**config.mk**
```make
export PLATFORM = sky130hd
export DESIGN_NAME = serv_mtimer
export DESIGN_NICKNAME = d
export VERILOG_FILES = /design/src/rtl/serv_mtimer.sv
export SDC_FILE = /design/constraint.sdc
export NUM_CORES = 1
export LEC_CHECK = 0
export CORE_AREA = 2 2 140 142
export DETAILED_ROUTE_END_ITERATION = 16
export DIE_AREA = 0 0 142 144
export GPL_TIMING_DRIVEN = 0
export HOLD_SLACK_MARGIN = 0.03
export PLACE_DENSITY = 0.81
export SYNTH_ARGS = -nofsm -noshare
export SYNTH_HDL_FRONTEND = slang
export SYNTH_SLANG_ARGS = --single-unit
```
**constraint.sdc**
```tcl
create_clock -name i_clk -period 3.5 [get_ports i_clk]
set_input_delay 0.525 -clock i_clk [delete_from_list [all_inputs] [get_ports i_clk]]
set_output_delay 0.525 -clock i_clk [all_outputs]
set_load 0.03 [all_outputs]
```
**src/rtl/serv_mtimer.sv**
```systemverilog
// serv_mtimer: RISC-V machine timer (mtime/mtimecmp) behind a 32-bit Wishbone slave.
// Optional 16-bit tick prescaler at word address 4, enabled by defining SERV_MTIMER_PRESCALE_EN.
module serv_mtimer #(
    parameter logic [63:0] CMP_RST   = 64'hFFFF_FFFF_FFFF_FFFF,
    parameter logic [63:0] MTIME_RST = 64'h0
) (
    input  logic        i_clk,
    input  logic        i_rst_n,
    input  logic        i_wb_cyc,
    input  logic        i_wb_we,
    input  logic [2:0]  i_wb_adr,
    input  logic [31:0] i_wb_dat,
    input  logic [3:0]  i_wb_sel,
    output logic [31:0] o_wb_dat,
    output logic        o_wb_ack,
    output logic        o_mtip
);
    localparam logic [2:0] ADR_MTIME_LO = 3'd0;
    localparam logic [2:0] ADR_MTIME_HI = 3'd1;
    localparam logic [2:0] ADR_CMP_LO   = 3'd2;
    localparam logic [2:0] ADR_CMP_HI   = 3'd3;
    localparam logic [2:0] ADR_PRESCALE = 3'd4;

    logic        ack_q, ack_d;
    logic [31:0] dat_q, dat_d;
    logic        mtip_q, mtip_d;
    logic [63:0] mtime_q, mtime_d;
    logic [63:0] cmp_q, cmp_d;
    logic [31:0] shadow_q, shadow_d;
    logic [31:0] rdata;
    logic        access, wr, rd, tick;

    // Byte-lane merge of write data into an existing 32-bit word.
    function automatic logic [31:0] merge(input logic [31:0] old, input logic [31:0] wdat,
                                          input logic [3:0] sel);
        logic [31:0] res;
        for (int i = 0; i < 4; i++) res[8*i +: 8] = sel[i] ? wdat[8*i +: 8] : old[8*i +: 8];
        return res;
    endfunction

    // An access starts on any request cycle that is not itself the ack cycle.
    assign access = i_wb_cyc & ~ack_q;
    assign wr     = access & i_wb_we;
    assign rd     = access & ~i_wb_we;

`ifdef SERV_MTIMER_PRESCALE_EN
    logic [15:0] pre_q, pre_d;
    logic [15:0] cnt_q, cnt_d;
    logic [31:0] pre_merged;

    assign pre_merged = merge({16'h0, pre_q}, i_wb_dat, i_wb_sel);
    assign tick       = (cnt_q == pre_q);

    // Prescaler: reload on tick or on a PRESCALE write, otherwise count up.
    always_comb begin
        pre_d = pre_q;
        cnt_d = tick ? 16'h0 : cnt_q + 16'd1;
        if (wr && i_wb_adr == ADR_PRESCALE) begin
            pre_d = pre_merged[15:0];
            cnt_d = 16'h0;
        end
    end

    // Prescaler state registers.
    always_ff @(posedge i_clk or negedge i_rst_n) begin
        if (!i_rst_n) begin
            pre_q <= 16'h0;
            cnt_q <= 16'h0;
        end else begin
            pre_q <= pre_d;
            cnt_q <= cnt_d;
        end
    end
`else
    assign tick = 1'b1;
`endif

    // Read mux over the register map; MTIME_HI returns the shadow captured by the LO read.
    always_comb begin
        rdata = 32'h0;
        case (i_wb_adr)
            ADR_MTIME_LO: rdata = mtime_q[31:0];
            ADR_MTIME_HI: rdata = shadow_q;
            ADR_CMP_LO:   rdata = cmp_q[31:0];
            ADR_CMP_HI:   rdata = cmp_q[63:32];
`ifdef SERV_MTIMER_PRESCALE_EN
            ADR_PRESCALE: rdata = {16'h0, pre_q};
`endif
            default:      rdata = 32'h0;
        endcase
    end

    // Next-state: bus handshake, writes (which override the tick), shadow and compare.
    always_comb begin
        ack_d    = access;
        dat_d    = access ? rdata : dat_q;
        mtime_d  = mtime_q;
        cmp_d    = cmp_q;
        shadow_d = shadow_q;
        if (wr && i_wb_adr == ADR_MTIME_LO)
            mtime_d[31:0] = merge(mtime_q[31:0], i_wb_dat, i_wb_sel);
        else if (wr && i_wb_adr == ADR_MTIME_HI)
            mtime_d[63:32] = merge(mtime_q[63:32], i_wb_dat, i_wb_sel);
        else if (tick)
            mtime_d = mtime_q + 64'd1;
        if (wr && i_wb_adr == ADR_CMP_LO)
            cmp_d[31:0] = merge(cmp_q[31:0], i_wb_dat, i_wb_sel);
        if (wr && i_wb_adr == ADR_CMP_HI)
            cmp_d[63:32] = merge(cmp_q[63:32], i_wb_dat, i_wb_sel);
        if (rd && i_wb_adr == ADR_MTIME_LO)
            shadow_d = mtime_q[63:32];
        else if (wr && i_wb_adr == ADR_MTIME_HI)
            shadow_d = mtime_d[63:32];
        mtip_d = (mtime_q >= cmp_q);
    end

    // Timer and bus state registers.
    always_ff @(posedge i_clk or negedge i_rst_n) begin
        if (!i_rst_n) begin
            ack_q    <= 1'b0;
            dat_q    <= 32'h0;
            mtip_q   <= 1'b0;
            mtime_q  <= MTIME_RST;
            cmp_q    <= CMP_RST;
            shadow_q <= 32'h0;
        end else begin
            ack_q    <= ack_d;
            dat_q    <= dat_d;
            mtip_q   <= mtip_d;
            mtime_q  <= mtime_d;
            cmp_q    <= cmp_d;
            shadow_q <= shadow_d;
        end
    end

    assign o_wb_ack = ack_q;
    assign o_wb_dat = dat_q;
    assign o_mtip   = mtip_q;
endmodule

```
==> flow_summary.toml, run 1 <==
[status]
status = "completed"

[logic_synthesis]
syn_inst = 1241
synthFlopType = "dfrtp_1"
synth.most_common_cell = "nand2_1"
yosysSeqAreaShare = 0.443
syn_nets = 1349
synth_edf_count = 0
netlist_area_mm2 = 0.0111
synthArstFlopShare = 1.00
ys_types = 69
synth_top_area_frac = 0.292
avgSynthCellArea_um2 = 8.97
synth-seq-cells = 194
yosysWarnings = 0
post-synth-top-area-cell = "dfrtp_1"
synth_common_cells = "132 x nand2_1, 130 x dfrtp_1, 117 x nor2_1"
synth_area_leaders = "dfrtp_1 29%, dfstp_2 15%, ha_1 7.3%"

[clock_tree]
cts_root_buf = "clkbuf_16"
insertion_delay_ns = 0.45
postCtsHoldBufs = 0
cts_resized = 0
clk_pin_slew_worst_paths_ns = 0.07
cts_buffer_depth = 2
clock-sinks = 194
numCtsBuffers = 17
postCtsSetupBuffers = 0
cts_tree = "done"
cts.htree.levels = 4

[die]
die_area_mm2 = 0.0204
pin_count = 77
die_w_um = 142
die_height_um = 144
initial_utilization = 0.584
row_count = 51
core-area_mm2 = 0.0191

[setup_path]
crit_fanout = 8
critPathRequiredTime_ns = 3.82
crit_family = "compound AO/OA/AOI/OAI gates"
worstSetupPathType = "reg -> reg"
ff2ff_path_depth = 9
path_cells = "inv_1, ha_1, nand2b_1, a2111oi_0, o41ai_1, nor4_1, o22ai_1, nor4_1, o21ai_0"
max_stage_delay_ns = 0.66
end_kind = "flip-flop"
r2r-start = "mtime_q[0]"
crit_top_cell = "nor4_1"
cp.arrival_ns = 3.63
rrSetupSlack_ns = 0.18
worst-path-buf-inv = 1
r2r_end = "o_mtip"
crit_path_start_kind = "flip-flop"
slowest_stage = "nor4_1"

[global_route]
grt_start_max_net_pins = 73
grt_pass1_vias = 10600
grt_pass1_wl_mm = 58.2
grt_usage = 0.377
overflow = 0
antenna_found_initial = 0

[timing]
whs_ns = 0.00232
tightest_slew_ns = 1.15
period_share = 0.948
period_minus_slack_ns = 3.32
slew_headroom = 0.225
hold_violations = 0
finClkSkew_ns = 0.00831
fin_ws_ns = 0.184
setup_viol = 0
rsz0062_at_grt = "no"
slew_violations = 0
fmax_mhz = 302

[route]
drtPass1Iterations = 6
wl_per_cell_um = 23.8
drc = 0
dr_total_vias = 10900
via_per_inst = 6.86
antenna_left = 0
drtIter0Drc = 1307
routed_wl_mm = 37.9

[placement]
io_buffers = 74
dp_hpwl_mm = 27.2
dp_slack_ns = 0.0498
post_dp_cell_area_mm2 = 0.0122
routabilityCongestion = 0.972

[final_layout]
num-fill-cells = 1515
final_cell_area_mm2 = 0.0128
final_util = 0.671
areaGrowthSynthToFinish_pct = 15.0
finalNetCount = 1444
drive_gt1_frac = 0.110

[min_path]
hp-class = "in -> async"

[flow_run]
maxCapViolations = 0

[pwr]
power_density_mw_per_mm2 = 597
leakagePower_uw = 0.00558
ir_drop_uv = 379
[stage by stage]
| step | setup TNS (ns) | std cells | power, µW |
|---|---|---|---|
| finish | 0 | 1588 | 7640 |
| global route | 0 | 1587 | 8010 |
| CTS | 0 | 1587 | 7570 |
| detailed placement | 0 | 1555 | 5660 |
| global placement | -1025.31 | 1553 | 5540 |
| floorplan | 0 | 1241 | 4800 |
[registers in the layout, indices dropped and copies added (netlist names)]
register	count
o_wb_ack	1
cmp_q	64
o_wb_dat	32
mtime_q	64
o_mtip	1
shadow_q	32
[where the power goes]
part           switching, µW  internal, µW  leakage [µW]
sequential               599          2900       0.00220
clock                    901          1020      0.000266
combinational           1270           946       0.00311
[worst reg2reg max path: stages, from the launching register on]
cell       delay [ns]
dfrtp_1          0.51
inv_1            0.08
ha_1             0.29
nand2b_1         0.15
a2111oi_0        0.63
o41ai_1          0.20
nor4_1           0.66
o22ai_1          0.29
nor4_1           0.23
o21ai_0          0.14
[how the worst max path moves through the flow]
stage | slack, ns | cells after the start | end | startpoint
2_1_floorplan | 1.33 | 9 | o_mtip | cmp_q[27]
6_report | 0.18 | 9 | o_mtip | mtime_q[0]
3_5_place_dp | 0.05 | 8 | cmp_q[4] | i_wb_adr[1]
4_1_cts | 0.27 | 9 | o_mtip | mtime_q[0]
5_1_grt | 0.03 | 9 | o_mtip | mtime_q[0]
3_3_place_gp | -6.12 | 1 | shadow_q[24] | i_rst_n
[logic make-up (layout without fill, tap and decap cells)]
group,after synthesis,after routing,share of synthesized area
AND/OR/NAND/NOR,409,409,0.174
AO/OA/AOI/OAI,393,393,0.237
flip-flops,194,194,0.443
buffers and inverters,166,274,0.0590
adder cells (fa/ha/maj),65,65,0.0730
multiplexers,14,14,0.0137
other,0,1,0
[cells in the final DEF (no fill, tap or decap), types with 38 or more instances in the layout]
cell,instances
nand2_1,132
clkbuf_1,51
inv_1,98
dfrtp_1,130
nand3_1,38
a21oi_1,58
a31oi_1,39
ha_1,65
clkdlybuf4s50_1,73
nor2_1,117
o21ai_0,104
a22oi_1,64
dfstp_2,64
[layer usage]
metal / vias up / wire length [µm] / share of wire / track usage
met5: - / 0 / 0 / 0
met4: 0 / 2170 / 0.057 / 0.229
met3: 172 / 4030 / 0.11 / 0.0831
met2: 732 / 17200 / 0.45 / 0.588
met1: 5233 / 14400 / 0.38 / 0.483
li1: 4762 / - / - / -
[area by class of cell]
class,instances,area (µm²),area share
inverters,98,368,0.0287
diodes,1,2.50,0.000195
clock inverters,11,105,0.00821
clock buffers,21,460,0.0360
plain buffers,68,289,0.0226
well taps,238,298,0.0233
flip-flops and latches,194,4930,0.385
repair buffers,76,801,0.0625
multi-input cells,881,5540,0.433
(Power assumes the default switching activity.)
==> run 2: changes to the inputs <==
- CELL_PAD_IN_SITES_DETAIL_PLACEMENT: default -> 1
- CELL_PAD_IN_SITES_GLOBAL_PLACEMENT: default -> 2
- CORE_AREA: 2 2 140 142 -> 2 2 170 172
- DIE_AREA: 0 0 142 144 -> 0 0 172 174
- PLACE_DENSITY: 0.81 -> 0.86
==> flow_summary.toml, run 2 (synthesized netlist as in run 1, its figures left out) <==
[placement]
routabilityCongestion = 0.873
io_buffers = 74
dp_cells = 1700
dp_hpwl_mm = 31.9

[status]
status = "completed"

[global_route]
antenna_found_initial = 1
grt_pass1_wl_mm = 67.4
grt_start_max_net_pins = 99
grt_pass1_vias = 11000
overflow = 0
grt_usage = 0.302

[die]
die_area_mm2 = 0.0299
die_w_um = 172
initial_utilization = 0.394
pin_count = 77
row_count = 62
core-area_mm2 = 0.0282
die_height_um = 174

[timing]
slew_headroom = 0.215
setup_viol = 0
tightest_slew_ns = 1.18
rsz0062_at_grt = "no"
period_minus_slack_ns = 3.37
hold_violations = 0
period_share = 0.963
fmax_mhz = 297
slew_violations = 0
finClkSkew_ns = 0.0170

[clock_tree]
insertion_delay_ns = 0.45
cts_root_buf = "clkbuf_16"
postCtsSetupBuffers = 0
clk_pin_slew_worst_paths_ns = 0.08
cts_resized = 1
clock-sinks = 194
cts_buffer_depth = 2
numCtsBuffers = 17
cts_tree = "done"
cts.htree.levels = 4
postCtsHoldBufs = 0

[route]
routed_wl_mm = 44.3
drtIter0Drc = 1140
drc = 0
via_per_inst = 6.15
drtPass1Iterations = 6
antenna_left = 0
wl_per_cell_um = 25.6
dr_total_vias = 10600

[setup_path]
crit_fanout = 10
worstSetupPathType = "in -> reg"
r2r-start = "mtime_q[0]"
r2r_end = "o_mtip"
crit_path_start_kind = "primary input"
ff2ff_path_depth = 9
end_kind = "flip-flop"
rrSetupSlack_ns = 0.20
cp.arrival_ns = 3.73
critPathRequiredTime_ns = 3.86

[final_layout]
layout_common_cells = "132 x nand2_1, 130 x dfrtp_1, 117 x nor2_1"
finalNonFillerCells = 1732
drive_gt1_frac = 0.109
mostFrequentLayoutCell = "nand2_1"
reg.largest.list = "cmp_q: 64 flops, mtime_q: 64 flops"
areaGrowthSynthToFinish_pct = 17.3
num_antenna_cells = 0
finalNetCount = 1443

[pwr]
power_density_mw_per_mm2 = 621
finalPower_uw = 8110
leakagePower_uw = 0.00563
ir_drop_uv = 341

[min_path]
hp-class = "in -> async"

[flow_run]
maxCapViolations = 0
-- run 2: cell count changes in the layout (fill, tap and decap cells not counted), sizes merged --
| cell | before | now |
|---|---|---|
| clkinv | 5 | 1 |
| clkinvlp | 4 | 0 |
| bufinv | 1 | 6 |
| diode | 1 | 0 |
| buf | 21 | 20 |
| inv | 99 | 102 |
-- run 2: per-layer routing --
metal | GRT usage | vias to the layer above | wire, µm
met2 | 0.504 | 374 | 21200
met4 | 0.101 | 2 | 1370
met1 | 0.396 | 5447 | 18900
li1 | - | 4745 | -
met5 | 0.0234 | - | 92
met3 | 0.0503 | 81 | 2700
-- run 2: area by class of cell --
type	instances	area [µm²]
plain buffers	68	289
clock buffers	21	450
clock inverters	11	220
fillers	3340	15200
inverters	98	368
multi-input cells	881	5550
flip-flops and latches	194	4930
well taps	384	480
repair buffers	75	773
-- run 2: per-stage QoR --
| stage | setup WS, ns | setup TNS (ns) | cell area [µm²] | util | hold slack [ns] |
|---|---|---|---|---|---|
| CTS | 0.261 | 0 | 13100 | 0.463 | 0.153 |
| global placement | -6.78 | -1141.19 | 12400 | 0.438 | 0.477 |
| floorplan | 1.33 | 0 | 11100 | - | 0.229 |
| finish | 0.130 | 0 | 13100 | 0.463 | 0.111 |
| global route | 0.0549 | 0 | 13100 | 0.463 | 0.165 |
| detailed placement | -0.123 | -0.980 | 12400 | 0.439 | 0.484 |
-- run 2: worst max path at each step --
stage                              end         from
final                        cmp_q[15]  i_wb_adr[1]
after global routing         cmp_q[15]  i_wb_adr[1]
after floorplan                 o_mtip    cmp_q[27]
after global placement    shadow_q[24]      i_rst_n
after detailed placement     cmp_q[15]  i_wb_adr[1]
after CTS                       o_mtip   mtime_q[0]
-- run 2: worst max-delay path: stages --
cell	delay, ns
clkdlybuf4s50_1	0.63
nor3b_1	0.65
nor2b_1	0.80
and2_1	0.23
clkbuf_1	0.40
buf_2	0.32
nand2_1	0.07
o21ai_0	0.10
-- run 2: where the power goes --
| part | total (µW) | internal [µW] | switching [µW] |
|---|---|---|---|
| Sequential | 3520 | 2900 | 618 |
| Combinational | 2270 | 945 | 1320 |
| Clock | 2320 | 1370 | 951 |
| Total | 8110 | 5220 | 2890 |
